`src/rtl/vga_sync_ctrl.sv`:
```
// vga_sync_ctrl -- 640x480@60 VGA timing generator with a run/stop sequencer.
//
// Purpose:
//   Produces the horizontal/vertical pixel counters that feed the colorbar /
//   pattern generator, plus active-low hsync/vsync, the active-video window
//   (vidon) and a one-clock frame_start pulse. A stop request (en low) always
//   lets the current frame finish before the counters park at (0,0), so the
//   monitor never sees a truncated frame.
//
// Ports:
//   clk          in   1   system clock
//   clr          in   1   asynchronous active-high reset
//   en           in   1   run request, level-sensitive
//   hc           out  10  horizontal count, registered
//   vc           out  10  vertical count, registered
//   hsync        out  1   active-low horizontal sync
//   vsync        out  1   active-low vertical sync
//   vidon        out  1   high inside the active video window
//   pix_tick     out  1   one-clk strobe; hc/vc advance on it
//   frame_start  out  1   one-clk pulse when counters enter (0,0) while running
//   busy         out  1   high in RUN or DRAIN
//   frame_cnt    out  16  frames started (only with VGA_FRAME_CNT_EN)
//
// Configuration macro:
//   VGA_FRAME_CNT_EN  adds the frame_cnt output and its counter.

module vga_sync_ctrl #(
  parameter int unsigned HPIXELS = 800,
  parameter int unsigned VLINES  = 521,
  parameter int unsigned HPULSE  = 96,
  parameter int unsigned VPULSE  = 2,
  parameter int unsigned HBP     = 144,
  parameter int unsigned HFP     = 784,
  parameter int unsigned VBP     = 31,
  parameter int unsigned VFP     = 511,
  parameter int unsigned CLK_DIV = 1
) (
  input  logic        clk,
  input  logic        clr,
  input  logic        en,
  output logic [9:0]  hc,
  output logic [9:0]  vc,
  output logic        hsync,
  output logic        vsync,
  output logic        vidon,
  output logic        pix_tick,
  output logic        frame_start,
  output logic        busy
`ifdef VGA_FRAME_CNT_EN
  ,
  output logic [15:0] frame_cnt
`endif
);

  localparam logic [9:0] LP_HLAST    = 10'(HPIXELS - 1);
  localparam logic [9:0] LP_VLAST    = 10'(VLINES - 1);
  localparam logic [9:0] LP_HPULSE   = 10'(HPULSE);
  localparam logic [9:0] LP_VPULSE   = 10'(VPULSE);
  localparam logic [9:0] LP_HBP      = 10'(HBP);
  localparam logic [9:0] LP_HFP      = 10'(HFP);
  localparam logic [9:0] LP_VBP      = 10'(VBP);
  localparam logic [9:0] LP_VFP      = 10'(VFP);
  localparam logic [3:0] LP_DIV_LAST = 4'(CLK_DIV - 1);

`ifndef SYNTHESIS
  if (!(HPULSE < HBP && HBP < HFP && HFP <= HPIXELS &&
        VPULSE < VBP && VBP < VFP && VFP <= VLINES &&
        HPIXELS <= 1024 && VLINES <= 1024 &&
        CLK_DIV >= 1 && CLK_DIV <= 16)) begin : g_param_check
    $error("vga_sync_ctrl: illegal timing parameters");
  end
`endif

  typedef enum logic [1:0] {
    ST_IDLE,
    ST_RUN,
    ST_DRAIN
  } state_t;

  state_t     r_state;
  logic [3:0] r_div;
  logic [9:0] r_hc;
  logic [9:0] r_vc;
  logic       r_frame_start;

  logic w_active;
  logic w_tick;
  logic w_hwrap;
  logic w_fwrap;
  logic w_fs_set;

  assign w_active = (r_state != ST_IDLE);
  // Divider is held at 0 in IDLE, so the strobe is gated by the state as well.
  assign w_tick   = w_active && (r_div == LP_DIV_LAST);
  assign w_hwrap  = (r_hc == LP_HLAST);
  assign w_fwrap  = w_tick && w_hwrap && (r_vc == LP_VLAST);

  // A new frame begins either on the start from IDLE or on the wrap tick while
  // the sequencer is (or is returning to) RUN. A DRAIN wrap parks silently.
  always_comb begin
    w_fs_set = 1'b0;
    case (r_state)
      ST_IDLE:  w_fs_set = en;
      ST_RUN:   w_fs_set = w_fwrap;
      ST_DRAIN: w_fs_set = en && w_fwrap;
      default:  w_fs_set = 1'b0;
    endcase
  end

  always_ff @(posedge clk or posedge clr) begin
    if (clr) begin
      r_state       <= ST_IDLE;
      r_div         <= '0;
      r_hc          <= '0;
      r_vc          <= '0;
      r_frame_start <= 1'b0;
    end else begin
      r_frame_start <= w_fs_set;

      if (w_active) begin
        r_div <= (r_div == LP_DIV_LAST) ? '0 : r_div + 4'd1;
      end else begin
        r_div <= '0;
      end

      if (w_tick) begin
        if (w_hwrap) begin
          r_hc <= '0;
          r_vc <= (r_vc == LP_VLAST) ? '0 : r_vc + 10'd1;
        end else begin
          r_hc <= r_hc + 10'd1;
        end
      end

      case (r_state)
        ST_IDLE: begin
          if (en) r_state <= ST_RUN;
        end
        ST_RUN: begin
          // Dropping en on the wrap tick still commits to the new frame.
          if (!en) r_state <= ST_DRAIN;
        end
        ST_DRAIN: begin
          // Re-asserting en resumes the same frame without touching counters.
          if (en)           r_state <= ST_RUN;
          else if (w_fwrap) r_state <= ST_IDLE;
        end
        default: r_state <= ST_IDLE;
      endcase
    end
  end

`ifdef VGA_FRAME_CNT_EN
  logic [15:0] r_frame_cnt;

  // Advances together with the frame_start register so the new value is
  // visible during the frame_start cycle; it holds through IDLE.
  always_ff @(posedge clk or posedge clr) begin
    if (clr) begin
      r_frame_cnt <= '0;
    end else if (w_fs_set) begin
      r_frame_cnt <= r_frame_cnt + 16'd1;
    end
  end

  assign frame_cnt = r_frame_cnt;
`endif

  always_comb begin
    hsync = !(w_active && (r_hc < LP_HPULSE));
    vsync = !(w_active && (r_vc < LP_VPULSE));
    vidon = w_active &&
            (r_hc >= LP_HBP) && (r_hc < LP_HFP) &&
            (r_vc >= LP_VBP) && (r_vc < LP_VFP);
  end

  assign hc          = r_hc;
  assign vc          = r_vc;
  assign pix_tick    = w_tick;
  assign frame_start = r_frame_start;
  assign busy        = w_active;

endmodule

```
`config.mk`:
```
export PLATFORM = sky130hd
export DESIGN_NAME = vga_sync_ctrl
export DESIGN_NICKNAME = d
export VERILOG_FILES = /design/src/rtl/vga_sync_ctrl.sv
export SDC_FILE = /design/constraint.sdc
export NUM_CORES = 1
export LEC_CHECK = 0
export CAP_MARGIN = 20
export CORE_UTILIZATION = 35
export CTS_CLUSTER_DIAMETER = 80
export DETAILED_ROUTE_END_ITERATION = 16
export PLACE_DENSITY_LB_ADDON = 0.15
export SETUP_SLACK_MARGIN = 0.02
export SLEW_MARGIN = 20
export SYNTH_ARGS = -nofsm -noshare
export SYNTH_HDL_FRONTEND = slang
export SYNTH_SLANG_ARGS = --single-unit
```
`constraint.sdc`:
```
create_clock -name clk -period 2.86 [get_ports clk]
set_clock_uncertainty 0.1 [all_clocks]
set_input_delay 0.858 -clock clk [delete_from_list [all_inputs] [get_ports clk]]
set_output_delay 0.858 -clock clk [all_outputs]
set_load 0.05 [all_outputs]
```
==> flow_metrics.tcl <==
set metrics [dict create \
    critical_path.reg2reg.startpoint "r_div[0]" \
    placedCellCount 245 \
    post_synthesis_sequential_element_count 27 \
    final_period_minus_worst_setup_slack_ps 2760 \
    synth_cells 169 \
    die_h_um 68.3 \
    post_cts.resized_instances 0 \
    antenna_left 0 \
    all_layer_global_routing_usage_pct 16.5 \
    vias 1311 \
    number_of_antenna_violations_at_the_first_check_in_global_routing 0 \
    critical_path_arrival_ps 1800 \
    met2_wirelength_mm 1.55 \
    cpLargestDelayFamily "flip-flops" \
    timing.critical_path.fanout_max 7 \
    area_growth_pct 29.5 \
    start_point_of_the_critical_path "vc[0]" \
    layout.cells.most_common "sky130_fd_sc_hd__dfrtp_1" \
    final_hold_viol_count 0 \
    starting_density_pct 37.3 \
    final_util_pct 48.3 \
    core_area_mm2 0.00412 \
    cp.buffers_inverters 1 \
    fmax_mhz 362 \
    max-clock-path-buffers 2 \
    synthesis.yosys.warnings 0 \
    yosys_most_used_dff "sky130_fd_sc_hd__dfrtp_1" \
    run_status "complete, no violations" \
    worst_setup_hold_path_clk_slew_ps 80 \
    post-route-period-util_pct 96.6 \
    final-max-slew-violation-count 0 \
    p_leak_nw 0.816 \
    netlist.top_cell.by_area "sky130_fd_sc_hd__dfrtp_1" \
    most-common-layout-cells "24 x sky130_fd_sc_hd__dfrtp_1, 23 x sky130_fd_sc_hd__clkdlybuf4s50_1, 14 x sky130_fd_sc_hd__nand2_1" \
    sequential_cell_area_um2 679 \
    site_rows 23 \
    nNetsFinal 209 \
    floorplan.die.width_um 68.3 \
    fp.dieArea_mm2 0.00466 \
    detailroute.wirelength.met3_um 101 \
    detail_route.vias_per_cell 5.27 \
    endpoint_kind "primary output" \
    filler_cell_count_in_the_final_layout 383 \
    critical_path.slowest_cell "sky130_fd_sc_hd__dfrtp_2" \
    cap_viol_max_count 0 \
    final.setup.tns_ps 0 \
    timing_worst_slew_pin_value_ps 529 \
    net_count_after_synthesis 178 \
    tritoncts "done" \
    final_layout_size_suffix_gt1_share_pct 9.55 \
    async_sr_flop_fraction_pct 100 \
    n_antenna_cell 0 \
    cpMostUsedCell "sky130_fd_sc_hd__and3_1" \
    vias_in_the_first_global_route 1282 \
    clock_sink_count 27 \
    syn_area_per_cell_um2 9.09 \
    drt_iter0_drc 97 \
    remaining_drc_errors 0 \
    clk_latency_ps 270 \
    tritoncts.num_buffers 3 \
    setup_viol 0 \
    post-cts-setup-buffers 0 \
    count_of_flip_flops_with_a_built_in_enable_after_synthesis 0 \
    routedWlPerCell_um 13.7 \
    ys_top_cells_by_area "sky130_fd_sc_hd__dfrtp_1 44%, sky130_fd_sc_hd__ha_1 4.9%, sky130_fd_sc_hd__nand3_1 4.2%, sky130_fd_sc_hd__xnor2_1 4.0%, sky130_fd_sc_hd__nand2_1 3.4%" \
    min-delay-start "r_div[0]" \
    post_synth_num_cell_types 37 \
    crit_type "reg2out" \
    totalPowerFinal_mw 1.14 \
    slew-limit-headroom_pct 64.4 \
    first_pass_iters 4 \
    synth.yosys.seq_area_share_pct 44.0 \
    startpoint_type_of_the_worst_setup_path "register" \
    wl_mm 3.42 \
    grt_first_pass_wirelength_mm 5.68 \
    cts-htree-levels 1 \
    placer_congestion_estimate 0.861 \
    max-vdd-ir-drop_mv 0.384 \
    i_o_pins 29 \
    grt_setup_unrepaired "false" \
    grt_max_degree 28 \
    critical_path.cell_chain "ha_1, and3_1, and3_1, a41oi_4, buf_12" \
    hold_bufs_inserted_after_cts 0 \
    cp_data_required_time_ps 1900 \
    netlist_area_mm2 0.00154 \
    dp.final_hpwl_mm 2.52 \
    critical-path-max-stage-delay_ps 460 \
    power_density_mw_per_mm2 572 \
    port_buffers 28 \
    hold_path_class "reg2reg" \
    wl_met1_mm 1.71 \
    area_of_combinational_cells_with_multiple_inputs_um2 815 \
    globalRoute.totalOverflow 0 \
    fin_worst_hold_slack_ps 412 \
    layout.cells.non_filler 249 \
    area_share_of_the_leading_cell_type_in_the_synthesized_netlist_pct 44.0 \
    cts_root_buf "sky130_fd_sc_hd__clkbuf_8" \
    top_metal_layer_carrying_routed_signals "met4" \
]
==> kinds of logic (layout without fill, tap and decap cells) <==
logic type                 Yosys count  count (layout)  synth area share (%)
and+or+nand+nor                     78              78                  28.1
AOI/OAI and AO/OA                   27              27                  11.1
DFF                                 27              27                  44.0
buffers and inverters               19              49                  4.80
xor gates and xnor gates             8               8                  4.56
adders and majority gates            6               6                  4.89
muxes                                4               4                  2.61
==> cell usage after synthesis (2+ instances only) <==
| cell | instances |
|---|---|
| sky130_fd_sc_hd__a21oi_1 | 5 |
| sky130_fd_sc_hd__and2_1 | 2 |
| sky130_fd_sc_hd__and3_1 | 3 |
| sky130_fd_sc_hd__buf_2 | 2 |
| sky130_fd_sc_hd__clkbuf_1 | 5 |
| sky130_fd_sc_hd__dfrtp_1 | 27 |
| sky130_fd_sc_hd__ha_1 | 6 |
| sky130_fd_sc_hd__inv_1 | 12 |
| sky130_fd_sc_hd__mux2i_1 | 4 |
| sky130_fd_sc_hd__nand2_1 | 14 |
| sky130_fd_sc_hd__nand2b_1 | 3 |
| sky130_fd_sc_hd__nand3_1 | 13 |
| sky130_fd_sc_hd__nand3b_1 | 3 |
| sky130_fd_sc_hd__nand4_1 | 5 |
| sky130_fd_sc_hd__nor2_1 | 9 |
| sky130_fd_sc_hd__nor2b_1 | 3 |
| sky130_fd_sc_hd__nor3_1 | 6 |
| sky130_fd_sc_hd__nor4_1 | 6 |
| sky130_fd_sc_hd__o211ai_1 | 4 |
| sky130_fd_sc_hd__o21ai_0 | 9 |
| sky130_fd_sc_hd__o31ai_1 | 3 |
| sky130_fd_sc_hd__or3b_1 | 2 |
| sky130_fd_sc_hd__or4_1 | 3 |
| sky130_fd_sc_hd__xnor2_1 | 7 |
==> worst register-to-register path, stage by stage, from the launching register on <==
cell                      delay, ps
sky130_fd_sc_hd__dfrtp_1        420
sky130_fd_sc_hd__inv_1           80
sky130_fd_sc_hd__ha_1           170
sky130_fd_sc_hd__or3b_1         470
sky130_fd_sc_hd__or4_1          630
sky130_fd_sc_hd__buf_4          200
sky130_fd_sc_hd__or3_1          350
sky130_fd_sc_hd__o21ai_0         70
==> flip-flops by register name (all words and copies together), names as in the netlist <==
register     flops
vc              10
r_div            4
r_state          2
frame_start      1
hc              10
==> where the power goes <==
group / internal, mW / leakage [nW] / switching (mW)
clock: 0.0998 / 0.0228 / 0.117
sequential: 0.427 / 0.358 / 0.0821
combinational: 0.151 / 0.435 / 0.260
total: 0.678 / 0.816 / 0.460
==> cell type report <==
type	count	share of cell area (%)
multi-input combinational	123	40.9
sequential	27	34.2
timing repair buffer	33	17.2
tap	50	3.14
clock buffer	4	2.26
inverter	12	2.26
==> metrics by stage <==
stage | area (um2) | worst slack [ps]
global placement | 1930 | 382
detailed placement | 1930 | 304
finish | 1990 | 97.4
CTS | 1980 | 40.1
global route | 1990 | 12.9
floorplan | 1560 | 43.0
==> routing by layer <==
layer,global-route usage (%),vias to the layer above
met5,0,-
met4,5.73,0
met3,3.00,6
met2,28.1,27
met1,20.7,614
li1,-,664
==> path summary, 6_finish.rpt <==
| check | slack, ps | depth (start not counted) | end |
|---|---|---|---|
| setup / recovery | 100 | 5 | vidon |
| hold / removal | 410 | 1 | r_div[0] |
| setup reg to reg | 300 | 7 | vc[3] |
| hold reg to reg | 410 | 1 | r_div[0] |
| max in group asynchronous | 1530 | 3 | vc[0] |
| min in group asynchronous | 850 | 3 | hc[8] |
(Power assumes the default switching activity.)
